<file path="src/rtl/prog_loader.sv">
// Program loader: streams an address word then data words into memory writes, one cycle after each transfer.
// Optional PROG_LOADER_CHECKSUM_EN: the in_last data word is a 16-bit checksum compared against the sum of written words.
module prog_loader (
  input  logic        clk,
  input  logic        rst,
  input  logic        start,
  input  logic        in_valid,
  input  logic [15:0] in_data,
  input  logic        in_last,
  output logic        in_ready,
  output logic        mem_we,
  output logic [15:0] mem_addr,
  output logic [15:0] mem_wdata,
  output logic        busy,
  output logic        done,
  output logic [15:0] count,
  output logic        chk_err
);

  typedef enum logic [1:0] {IDLE, ADDR, DATA, DONE} state_t;

  state_t      state, state_nxt;
  logic [15:0] ptr;
  logic        xfer;
  logic        wr;
  logic        launch;

  assign xfer   = in_valid && in_ready;
  assign launch = start && (state == IDLE || state == DONE);

`ifdef PROG_LOADER_CHECKSUM_EN
  logic [15:0] sum;
  // The in_last data word carries the checksum and is never written.
  assign wr = (state == DATA) && xfer && !in_last;
`else
  assign wr = (state == DATA) && xfer;
  assign chk_err = 1'b0;
`endif

  always_comb begin
    state_nxt = state;
    in_ready  = (state == ADDR) || (state == DATA);
    busy      = (state == ADDR) || (state == DATA);
    done      = (state == DONE);
    case (state)
      IDLE:    if (start) state_nxt = ADDR;
      ADDR:    if (xfer) state_nxt = in_last ? DONE : DATA;
      DATA:    if (xfer && in_last) state_nxt = DONE;
      DONE:    if (start) state_nxt = ADDR;
      default: state_nxt = IDLE;
    endcase
  end

  always_ff @(posedge clk) begin
    if (rst) begin
      state     <= IDLE;
      ptr       <= '0;
      count     <= '0;
      mem_we    <= 1'b0;
      mem_addr  <= '0;
      mem_wdata <= '0;
`ifdef PROG_LOADER_CHECKSUM_EN
      sum       <= '0;
      chk_err   <= 1'b0;
`endif
    end else begin
      state  <= state_nxt;
      mem_we <= wr;
      if (wr) begin
        mem_addr  <= ptr;
        mem_wdata <= in_data;
        ptr       <= ptr + 16'd1;
        count     <= count + 16'd1;
      end
      if (launch) count <= '0;
      if (state == ADDR && xfer) ptr <= in_data;
`ifdef PROG_LOADER_CHECKSUM_EN
      if (wr) sum <= sum + in_data;
      if (launch) begin
        sum     <= '0;
        chk_err <= 1'b0;
      end
      if (state == ADDR && xfer && in_last) chk_err <= 1'b1;
      if (state == DATA && xfer && in_last) chk_err <= (in_data != sum);
`endif
    end
  end

endmodule

</file>
<file path="config.mk">
export PLATFORM = sky130hd
export DESIGN_NAME = prog_loader
export DESIGN_NICKNAME = d
export VERILOG_FILES = /design/src/rtl/prog_loader.sv
export SDC_FILE = /design/constraint.sdc
export NUM_CORES = 1
export LEC_CHECK = 0
export ABC_AREA = 1
export CAP_MARGIN = 10
export CORE_ASPECT_RATIO = 1.25
export CORE_MARGIN = 10
export CORE_UTILIZATION = 53
export CTS_CLUSTER_DIAMETER = 100
export CTS_CLUSTER_SIZE = 28
export DETAILED_ROUTE_END_ITERATION = 10
export GPL_TIMING_DRIVEN = 0
export PLACE_DENSITY = 0.85
export SETUP_SLACK_MARGIN = 0.05
export SLEW_MARGIN = 20
export SYNTH_ARGS = -nofsm -noshare
export SYNTH_HDL_FRONTEND = slang
export SYNTH_SLANG_ARGS = --single-unit
</file>
<file path="constraint.sdc">
create_clock -name clk -period 3.4 [get_ports clk]
set_clock_uncertainty 0.05 [all_clocks]
set_input_delay 0.51 -clock clk [delete_from_list [all_inputs] [get_ports clk]]
set_output_delay 0.51 -clock clk [all_outputs]
set_load 0.1 [all_outputs]
</file>
# Word level (Yosys, flattened, before mapping)
# Cells that the tools add are included.
# W data, S select, Z words.
# op_classes
n_mux,7
addsub,2
n_eq_ne,6
reduce_logical,12
# ops
op,n
$add A16 B1 Y16 const B,2
$mux W16,2
$mux W2,3
$pmux W2 S3,1
$logic_and A1 B1 Y1,5
$eq A2 B2 Y1 const B,2
$ne A2 B1 Y1 const B,2
$reduce_or A2 Y1,2
$reduce_and A3 Y1,1
$eq A2 B1 Y1 const B,1
$logic_not A2 Y1,1
$logic_or A1 B1 Y1,2
$ne A2 B2 Y1 const B,1
$reduce_bool A2 Y1,1
$mux W1,1
# word_totals
elab_cells,33
register_bits,67
output_inout_bits,53

# Longest topological paths before layout
# depth
ltp_word,6
ltp_mapped,11
depth_no_buf,11

# Worst setup path before layout
# OpenSTA, ideal clock, no wires.
# synth_timing
path_type,reg-to-output
start,register state[0]
end,output port in_ready
stages_incl_launch_ff,5
path_slack_ns,1.047
t_required_ns,2.840
arrival_time_ns,1.793
path_cell_list,dfxtp_1 > inv_1 > ha_1 > inv_1 > buf_4
# synth_via
elab_chain_len,2
elab_cells_between_ends,3
classes_between,eq/ne (2); reduce/logical (1)
# synth_rtl
item,line_no,rtl
"start, declared",22,"state_t state, state_nxt;"
"start signal, assigned",67,state <= state_nxt;
$eq A2 B1 Y1 / $eq A2 B2 Y1 (equally long branches),n/a,
$logic_or A1 B1 Y1 *,n/a,
"end, declared",10,"output logic in_ready,"
# Mark *: on every way between the ends. The rest lies on a longest branch, timed or not.

# Final worst setup path
# layout_timing
start,register state[0]
end,output port in_ready
# layout_via
elab_chain_len,2
elab_cells_between_ends,3
classes_between,eq/ne (2); reduce/logical (1)
# layout_rtl
item,line_no,rtl
$eq A2 B1 Y1 / $eq A2 B2 Y1 (equally long branches),42,in_ready = (state == ADDR) || (state == DATA);
$logic_or A1 B1 Y1 *,42,
# Marked as above.

==> flow_summary.ini <==
[global_route]
grt_pass1_wl_um = 14300
number_of_antenna_violations_at_the_first_check_in_global_routing = 0
grt_usage_pct = 19.5
largest_net_degree_at_the_start_of_global_routing = 11
gr-total-overflow = 0
grt_pass1_vias = 3119

[place]
place.detailed.instances = 567
routabilityCongestion = 0.928
place.port_buffers = 71
dpl.hpwl_um = 6770

[route]
routed_wire_length_per_instance_um = 15.4
detail_route.first_pass.iterations = 4
num_vias = 3122
drt_wl_total_um = 8970
drc_errors_left = 0
route.detailed.vias_per_inst = 5.36
drtIter0Drc = 178
ant_nets = 0

[die]
floorplan.initialDensity_pct = 55.6
rows = 30
die_ht_um = 105
floorplan.core_area_mm2 = 0.00552
fp.dieW_um = 88.1
boundaryPins = 74
die_area_mm2 = 0.00925

[synth]
yosys.area_share.adder_pct = 2.45
multiplexer_fraction_of_the_synthesized_cell_area_pct = 0
synth_nets = 459
synth-simple-area-share_pct = 27.7
yosysMostFrequentCell = sky130_fd_sc_hd__nor2_1
synth.top_cells.by_count = sky130_fd_sc_hd__nor2_1 (81), sky130_fd_sc_hd__nand2_1 (73), sky130_fd_sc_hd__dfxtp_1 (67)
cell_taking_the_most_area_after_synthesis = sky130_fd_sc_hd__dfxtp_1
yosys_most_used_dff = sky130_fd_sc_hd__dfxtp_1
synth-edff-count = 0
ys_seq_area_share_pct = 43.7
synth_seq_cells = 67
synth_top_family_by_area = simple AND/OR/NAND/NOR gates
synthTopCellsByArea = sky130_fd_sc_hd__dfxtp_1 (44%), sky130_fd_sc_hd__nor2_1 (9.9%), sky130_fd_sc_hd__nand2_1 (8.9%)
synth.lib_cells_used.distinct = 30
ys.warnings.count = 0
synth-xor-area-share_pct = 2.85
syn-instance-count = 432
synthesis.area_per_instance_um2 = 7.10
syn_area_mm2 = 0.00307
post-synth-top-area-fraction_pct = 43.7
synthesized_area_fraction_occupied_by_ao_oa_aoi_and_oai_cells_pct = 15.0
postSynth.asyncResetShare_pct = 0

[setup_path]
worst_path_max_delay_cell = sky130_fd_sc_hd__clkdlybuf4s50_1
critPathMostFrequentCell = sky130_fd_sc_hd__inv_1
timing.critical_path.max_delay_family = buffers and inverters
cp-end-kind = output pin
cp.buffers_inverters = 4
worst_setup_path_start_kind = flip-flop
timing.critical_path.slowest_cell_delay_ps = 1130
cp_cell_sequence = inv_1 -> ha_1 -> inv_1 -> buf_4 -> clkdlybuf4s50_1
crit_arrival_ps = 2510
critPathRequiredTime_ps = 2840
critical_path_class = flip-flop to output pin
cp_max_fo = 5

[run]
maxCapViolations = 0

[run_status]
status = finished clean

[sta]
clock.fmax_ghz = 0.325
worst-slew-pin-transition_ps = 1020
grt_setup_unrepaired = no
period_share_pct = 90.4
relSlewSlack_pct = 31.9
total_setup_violations_reported_at_the_end_of_the_flow = 0
drv_slew = 0
final_period_minus_worst_setup_slack_ps = 3070
totalNegativeSetupSlack_ps = 0
final-hold-violation-count = 0

[cells_and_area]
number_of_nets_in_the_finished_design = 541
share_of_post_route_cells_with_drive_strength_above_1_pct = 6.56
fillerInstances = 458
antennaDiodeCount = 0
final_util_pct = 73.1
layout.cells.non_filler = 582
areaGrowthSynthToFinish_pct = 31.5

[clocking]
hold_bufs_at_cts = 0
htree_levels = 3
cts_tree = done
cts_max_path_buffers = 2
post_cts_resized = 0
cts.sinks = 67
cts_root_buffer = sky130_fd_sc_hd__clkbuf_8
cts.clk_slew.worst_paths_ps = 70
cts_inserted_buffers = 9
cts_setup_buffers = 0
clock_latency_ps = 350

[power_and_ir_drop]
peakVddDrop_v = 0.000974
power.static_leakage_uw = 0.00148
p_per_area_mw_per_mm2 = 777

[hold_path]
hold_path_class = flip-flop to flip-flop
where the power goes:
part | total [µW] | internal [µW] | switching (µW) | leakage [µW]
logic | 1510 | 355 | 1150 | 0.000841
registers | 1000 | 910 | 93.2 | 0.000544
clock network | 623 | 333 | 290 | 0.0000902
total | 3140 | 1600 | 1540 | 0.00148
sequential cells by signal (all words and copies together), names as in the netlist:
register and count:
count 16, ptr 16, state 2, mem_we 1
mem_wdata 16, mem_addr 16
placed cells by master, fill, tap and decap left out, types with 2 or more instances in the layout:
master / Yosys / final
sky130_fd_sc_hd__nor2_1: 81 / 81
sky130_fd_sc_hd__nand2_1: 73 / 73
sky130_fd_sc_hd__clkdlybuf4s50_1: 0 / 71
sky130_fd_sc_hd__dfxtp_1: 67 / 67
sky130_fd_sc_hd__o21ai_0: 50 / 50
sky130_fd_sc_hd__inv_1: 42 / 42
sky130_fd_sc_hd__a21oi_1: 30 / 30
sky130_fd_sc_hd__nand3_1: 19 / 19
sky130_fd_sc_hd__clkbuf_1: 7 / 10
sky130_fd_sc_hd__clkbuf_8: 0 / 9
sky130_fd_sc_hd__nor3_1: 7 / 7
sky130_fd_sc_hd__nand4_1: 6 / 6
sky130_fd_sc_hd__xor2_1: 6 / 6
sky130_fd_sc_hd__ha_1: 6 / 6
sky130_fd_sc_hd__buf_2: 5 / 5
sky130_fd_sc_hd__a31oi_1: 5 / 5
sky130_fd_sc_hd__buf_4: 4 / 4
sky130_fd_sc_hd__xnor2_1: 4 / 4
sky130_fd_sc_hd__nor2_4: 3 / 3
sky130_fd_sc_hd__nand2_2: 3 / 3
sky130_fd_sc_hd__or2_2: 2 / 2
sky130_fd_sc_hd__a211oi_1: 2 / 2
sky130_fd_sc_hd__clkinv_2: 0 / 2
cells by family after synthesis:
kind of cell | Yosys count
AOI/OAI and AO/OA | 89
xor gates and xnor gates | 10
adders and majority gates | 6
buffers and inverters | 61
DFF | 67
other | 1
and+or+nand+nor | 198
final timing paths:
path                                     to  slack (ps)  cells after the start        start
worst min-delay path            mem_addr[0]         430                      2  mem_addr[0]
worst max-delay path               in_ready         330                      5     state[0]
worst max register to register      ptr[12]        1370                      7     state[0]
worst min register to register  mem_addr[0]         430                      2  mem_addr[0]
routing by layer:
layer	global-route usage (%)	wire [µm]
met1	19.7	3210
met2	32.3	4470
met3	8.24	866
met4	11.2	418
met5	0	0
area by class of cell:
| cell class | instances | area (µm²) | share of cell area, % |
|---|---|---|---|
| buffer | 17 | 85.1 | 2.11 |
| clock buffer | 12 | 135 | 3.35 |
| clock inverter | 3 | 40.0 | 0.993 |
| inverter | 44 | 165 | 4.09 |
| multi-input combinational | 304 | 1480 | 36.6 |
| sequential | 67 | 1340 | 33.3 |
| tap | 64 | 80.1 | 1.99 |
| timing repair buffer | 71 | 711 | 17.6 |
worst min-delay path: cells and delay by family (launching register included):
kind,cells,cell delay [ps]
compound gates,1,60
simple gates,1,60
flops,1,310
per-stage QoR:
stage	worst slack, ps	power, µW	cell area, µm²	hold WS (ps)
after floorplan	1050	2160	3070	395
after global placement	726	2500	3860	406
after detailed placement	697	2530	3860	412
after CTS	311	3150	4030	424
after global routing	200	3280	4030	446
final	327	3140	4030	426
Power figures use the tool's default switching activity.
==> RTL change 1: new RTL, config.mk and constraints unchanged <==
Build with the macro `PROG_LOADER_CHECKSUM_EN` defined.
--- a/src/rtl/prog_loader.sv
+++ b/src/rtl/prog_loader.sv
@@ -2,2 +2,4 @@
 // Optional PROG_LOADER_CHECKSUM_EN: the in_last data word is a 16-bit checksum compared against the sum of written words.
+`define PROG_LOADER_CHECKSUM_EN
+
 module prog_loader (
Formal check against the unedited RTL: not equivalent (a bounded check fails within 4 cycles, from zero or initial values and one cycle with rst high).
==> RTL change 1 against the unedited design <==
Sequential power grew 17%; critical path depth unchanged; highest routed layer unchanged; sequential share of layout area fell by 4.0 points; sequential cell count rose by 17; largest cell class unchanged; power increased by 5.4%; worst setup slack got worse by 0.068 ns; area after synthesis up 52%; die area up 40%; routed wire length is 54% higher; register-to-register slack worse by 0.28 ns; fmax fell by 2.2%; cell area is 43% higher.
==> RTL change 1: results (changes against the unedited design) <==
Run status
  • Status: complete, no violations (unchanged)

Yosys
  • EDFF count, synth: 0 (unchanged)
  • Top post-synthesis cells by count: nand2_1, inv_1, nor2_1 (was nor2_1, nand2_1, dfxtp_1)
  • Top post-synthesis cells by area: dfxtp_1, nand2_1, inv_1, nor2_1, o21ai_0 (was dfxtp_1, nor2_1, nand2_1, o21ai_0, inv_1)
  • Async SR Flop Fraction: 0 (unchanged)
  • Syn_nets: 756 (was 459)
  • Seq/Total Area, Yosys: 0.360 (was 0.437)
  • Number of synthesis warnings: 0 (unchanged)
  • Dominant synthesized flop cell: dfxtp_1 (unchanged)
  • Mean post-synth cell area: 6.55 µm² (was 7.10 µm²)
  • Count of cell types in the netlist: 36 (was 30)

Worst setup path
  • Worst Path Arrival: 2.58 ns (was 2.51 ns)
  • Largest stage delay, worst path: 1.12 ns
  • CP Max Fanout: 5 (unchanged)
  • Slowest CP cell: clkdlybuf4s50_1 (unchanged)

Placement
  • Hpwl dp: 10.6 mm (was 6.77 mm)
  • Placed instance area: 5550 µm² (was 3860 µm²)
  • Port buffer count: 73 (was 71)
  • GPL Wtd Cong: 0.931 (was 0.928)
  • Placed cells: 906 (was 567)

Finish
  • Fin nets: 840 (was 541)
  • Filler cell count: 772 (was 458)
  • Antenna fix cells: 0 (unchanged)
  • Fraction of layout cells with a size suffix above 1: 0.0499 (was 0.0656)
  • Final cell count without fillers: 922 (was 582)

Clocking
  • Post-cts resize count: 0 (unchanged)
  • # H-tree levels: 3 (unchanged)
  • Latest clock arrival within the worst-skew pair: 0.36 ns
  • CTS clock-pin slew for the worst setup and hold paths: 0.08 ns
  • Bufs on Longest Clock Path: 2 (unchanged)
  • Root Driver: clkbuf_8 (unchanged)
  • Num CTS Buffers: 9 (unchanged)
  • Post-CTS Setup Bufs: 0 (unchanged)

Routing
  • Final WL: 13.8 mm (was 8.97 mm)
  • Vias per cell: 5.31 (was 5.36)
  • Drt first pass iters: 8 (was 4)
  • Initial DRC Count: 312 (was 178)

Pwr
  • Peak supply drop: 0.000414 V (was 0.000974 V)
  • LEAKAGE: 0.00268 µW (was 0.00148 µW)

Global route
  • Largest net degree at the start of global routing: 14 (was 11)
  • Initial antenna violation count: 0 (unchanged)
  • First-pass GRT wire length: 22.4 mm (was 14.3 mm)
  • Vias in the first global route: 4,808 (was 3,119)
  • GRT Resource Usage Total: 0.206 (was 0.195)

Timing
  • Slew HR: 0.326 (was 0.319)

Min path
  • Hold crit path type: reg2reg (unchanged)
[RTL change 1: cells by family (layout without fill, tap and decap cells)]
kind of cell               Yosys count  after routing  synth area share
AOI/OAI and AO/OA                  118            118             0.133
and+or+nand+nor                    338            338             0.309
DFF                                 84             84             0.360
adders and majority gates           22             22            0.0605
buffers and inverters              140            229             0.117
xor gates and xnor gates            11             11            0.0206
[RTL change 1: layout make-up]
type | count | share of cell area
Multi-Input combinational cell | 489 | 0.425
Clock inverter | 4 | 0.00826
Tap cell | 120 | 0.0261
Buffer | 23 | 0.0185
Inverter | 117 | 0.0763
Sequential cell | 84 | 0.292
Clock buffer | 12 | 0.0270
Timing Repair Buffer | 73 | 0.127
[RTL change 1: worst paths after layout]
path | from | end | slack, ns | cells past startpoint
hold / removal | count[2]$_SDFFE_PP0P_ | count[2]$_SDFFE_PP0P_ | 0.43 | 2
hold reg to reg | count[2]$_SDFFE_PP0P_ | count[2]$_SDFFE_PP0P_ | 0.43 | 2
setup / recovery | state[0]$_SDFFE_PP0P_ | in_ready | 0.26 | 5
setup reg to reg | state[0]$_SDFFE_PP0P_ | sum[14]$_SDFFE_PP0P_ | 1.09 | 10
[RTL change 1: worst max-delay path, delay by kind of cell, from the launching register on]
family	cells	cell delay, ns
buf+inv	4	1.46
flops	1	0.41
fa+ha+maj	1	0.35
[RTL change 1: report_power, final]
part	switching [µW]	internal, µW
Sequential	78.9	1090
Combinational	1040	357
Clock	360	378
[RTL change 1: layer usage]
| metal | vias up | GRT usage | part of all wire |
|---|---|---|---|
| li1 | 2415 | - | - |
| met1 | 2244 | 0.205 | 0.37 |
| met2 | 197 | 0.389 | 0.53 |
| met3 | 37 | 0.0437 | 0.069 |
| met4 | 0 | 0.110 | 0.032 |
| met5 | - | 0 | 0 |
[RTL change 1: metrics by stage]
stage | setup slack (ns) | total power [µW] | hold WS, ns | util
floorplan | 1.06 | 2210 | 0.411 | -
global placement | 0.761 | 2530 | 0.404 | 0.642
detailed placement | 0.665 | 2570 | 0.422 | 0.642
CTS | 0.277 | 3290 | 0.435 | 0.665
global route | 0.205 | 3450 | 0.459 | 0.665
finish | 0.259 | 3300 | 0.434 | 0.665
==> RTL change 2: new RTL, same flow settings <==
Without the edit above. Re-encode `state_t` (4 states) as one-hot, 4 bits wide.
--- a/src/rtl/prog_loader.sv
+++ b/src/rtl/prog_loader.sv
@@ -19,3 +19,3 @@
 
-  typedef enum logic [1:0] {IDLE, ADDR, DATA, DONE} state_t;
+  typedef enum logic [3:0] {IDLE = 4'b0001, ADDR = 4'b0010, DATA = 4'b0100, DONE = 4'b1000} state_t;
 
Behaviour: same outputs for any inputs over 10 cycles, from zero or initial values and one cycle with rst high; not proved beyond that.
==> RTL change 2 against the unedited design <==
Cell area rose by 8.1%; area after synthesis rose by 8.2%; largest cell class unchanged; sequential cell count rose by 2; die area rose by 6.4%; critical path type unchanged; worst setup slack improved by 0.070 ns; routed wire length rose by 6.4%; fmax rose by 2.3%; cell count rose by 15%.
Power is not compared: it rests on default switching activity, and its combinational part moved more than twofold at a synthesized area within 25%.
==> RTL change 2: results (changes against the unedited design) <==
Worst setup path
  • CP Max Fanout: 7 (was 5)
  • Crit path max-delay family: buffers and inverters (unchanged)
  • Register-to-register path setup slack: 1.81 ns (was 1.37 ns)
  • Worst Path Arrival: 2.44 ns (was 2.51 ns)

Placement
  • Place WS: 0.754 ns (was 0.697 ns)
  • Placed instance area: 4150 µm² (was 3860 µm²)
  • Port buffer count: 72 (was 71)
  • Placed cells: 651 (was 567)
  • Hpwl dp: 7.35 mm (was 6.77 mm)
  • GPL Wtd Cong: 0.920 (was 0.928)

Finish
  • Non-clock inverters: 45 (was 44)
  • Filler cell count: 542 (was 458)
  • Seq area share: 0.317 (was 0.333)
  • Multi-In Gates: 360 (was 304)
  • Multi-input logic portion of the cell area: 0.377 (was 0.366)
  • Non-clock buffer share of cell area: 0.193 (was 0.197)
  • Clock buf/inv share: 0.0494 (was 0.0434)
  • Clock buffer cells: 10 (was 12)
  • Fraction of layout cells with a size suffix above 1: 0.0722 (was 0.0656)
  • Count of non-CTS buffers in the layout: 92 (was 88)
  • Synthesis-to-finish area growth: 31.4% (was 31.5%)
  • Fin nets: 600 (was 541)

Routing
  • Met3 WL: 649 µm (was 866 µm)
  • Initial DRC Count: 219 (was 178)
  • Met2 routed WL: 5.00 mm (was 4.47 mm)
  • Metal-1 WL: 3.63 mm (was 3.21 mm)
  • Drt first pass iters: 5 (was 4)
  • Final WL: 9.54 mm (was 8.97 mm)
  • DR WL/cell: 14.3 µm (was 15.4 µm)
  • Total number of vias: 3,484 (was 3,122)

Yosys
  • Count of cell types in the netlist: 32 (was 30)
  • Top post-synthesis cells by count: nand2_1, dfxtp_1, nor2_1 (was nor2_1, nand2_1, dfxtp_1)
  • Top post-synthesis cells by area: dfxtp_1, nand2_1, a21oi_1, nor2_1, inv_1 (was dfxtp_1, nor2_1, nand2_1, o21ai_0, inv_1)
  • Syn_nets: 517 (was 459)
  • Mapped Cells: 494 (was 432)
  • Seq/Total Area, Yosys: 0.416 (was 0.437)
  • Async SR Flop Fraction: 0 (unchanged)

Die
  • Die area: 9850 µm² (was 9250 µm²)

Global route
  • GRT met1 Usage: 0.197 (about the same)
  • GRT Resource Usage Total: 0.194 (was 0.195)
  • Vias in the first global route: 3,388 (was 3,119)
  • First-pass GRT wire length: 15.8 mm (was 14.3 mm)
  • Largest net degree at the start of global routing: 13 (was 11)
  • Met3 Use GR: 0.0624 (was 0.0824)
  • Met2 GRT Util: 0.358 (was 0.323)

Clocking
  • Clock Sinks: 69 (was 67)
  • Post-CTS Setup Bufs: 0 (unchanged)

Run status
  • Status: complete, no violations (unchanged)

Timing
  • Slew HR: 0.325 (was 0.319)
  • Final worst-path cycle share: 0.883 (was 0.904)
  • Final hold slack: 0.418 ns (was 0.426 ns)
==> RTL change 2: cell count changes after synthesis, moves of 6 or more <==
| cell | before | now |
|---|---|---|
| nor2_1 | 81 | 55 |
| nand2_1 | 73 | 158 |
| nand3_1 | 19 | 28 |
| a21oi_1 | 30 | 54 |
| o21ai_0 | 50 | 26 |
| nor3_1 | 7 | 1 |
==> RTL change 2: where the power goes <==
part	internal (µW)	leakage [µW]	switching [µW]
registers	834	0.000556	24.9
clock network	412	0.0000985	312
logic	104	0.000967	261
total	1350	0.00162	597
==> RTL change 2: cell families (layout without fill, tap and decap cells) <==
kind of cell | count (synthesis) | in the layout | synth area share
AOI/OAI and AO/OA | 90 | 90 | 0.140
xor gates and xnor gates | 5 | 5 | 0.0132
adders and majority gates | 2 | 2 | 0.00754
buffers and inverters | 65 | 153 | 0.0879
DFF | 69 | 69 | 0.416
other | 1 | 1 | 0.00113
and+or+nand+nor | 262 | 262 | 0.334
==> RTL change 2: worst paths after layout <==
| path | startpoint | end | depth (start not counted) |
|---|---|---|---|
| setup reg to reg | ptr[1]$_SDFFE_PP0P_ | ptr[14]$_SDFFE_PP0P_ | 8 |
| hold / removal | mem_wdata[11]$_SDFFE_PP0P_ | mem_wdata[11]$_SDFFE_PP0P_ | 2 |
| setup / recovery | state[3]$_SDFFE_PP0P_ | in_ready | 7 |
| hold reg to reg | mem_wdata[11]$_SDFFE_PP0P_ | mem_wdata[11]$_SDFFE_PP0P_ | 2 |
==> RTL change 2: worst register-to-register path: stages, from the launching register on <==
cell     delay [ns]
dfxtp_1        0.40
ha_1           0.20
nand2_1        0.09
nor2_1         0.35
nand3_1        0.12
nand2_1        0.08
nand3_1        0.06
nand2_1        0.06
a21oi_1        0.05
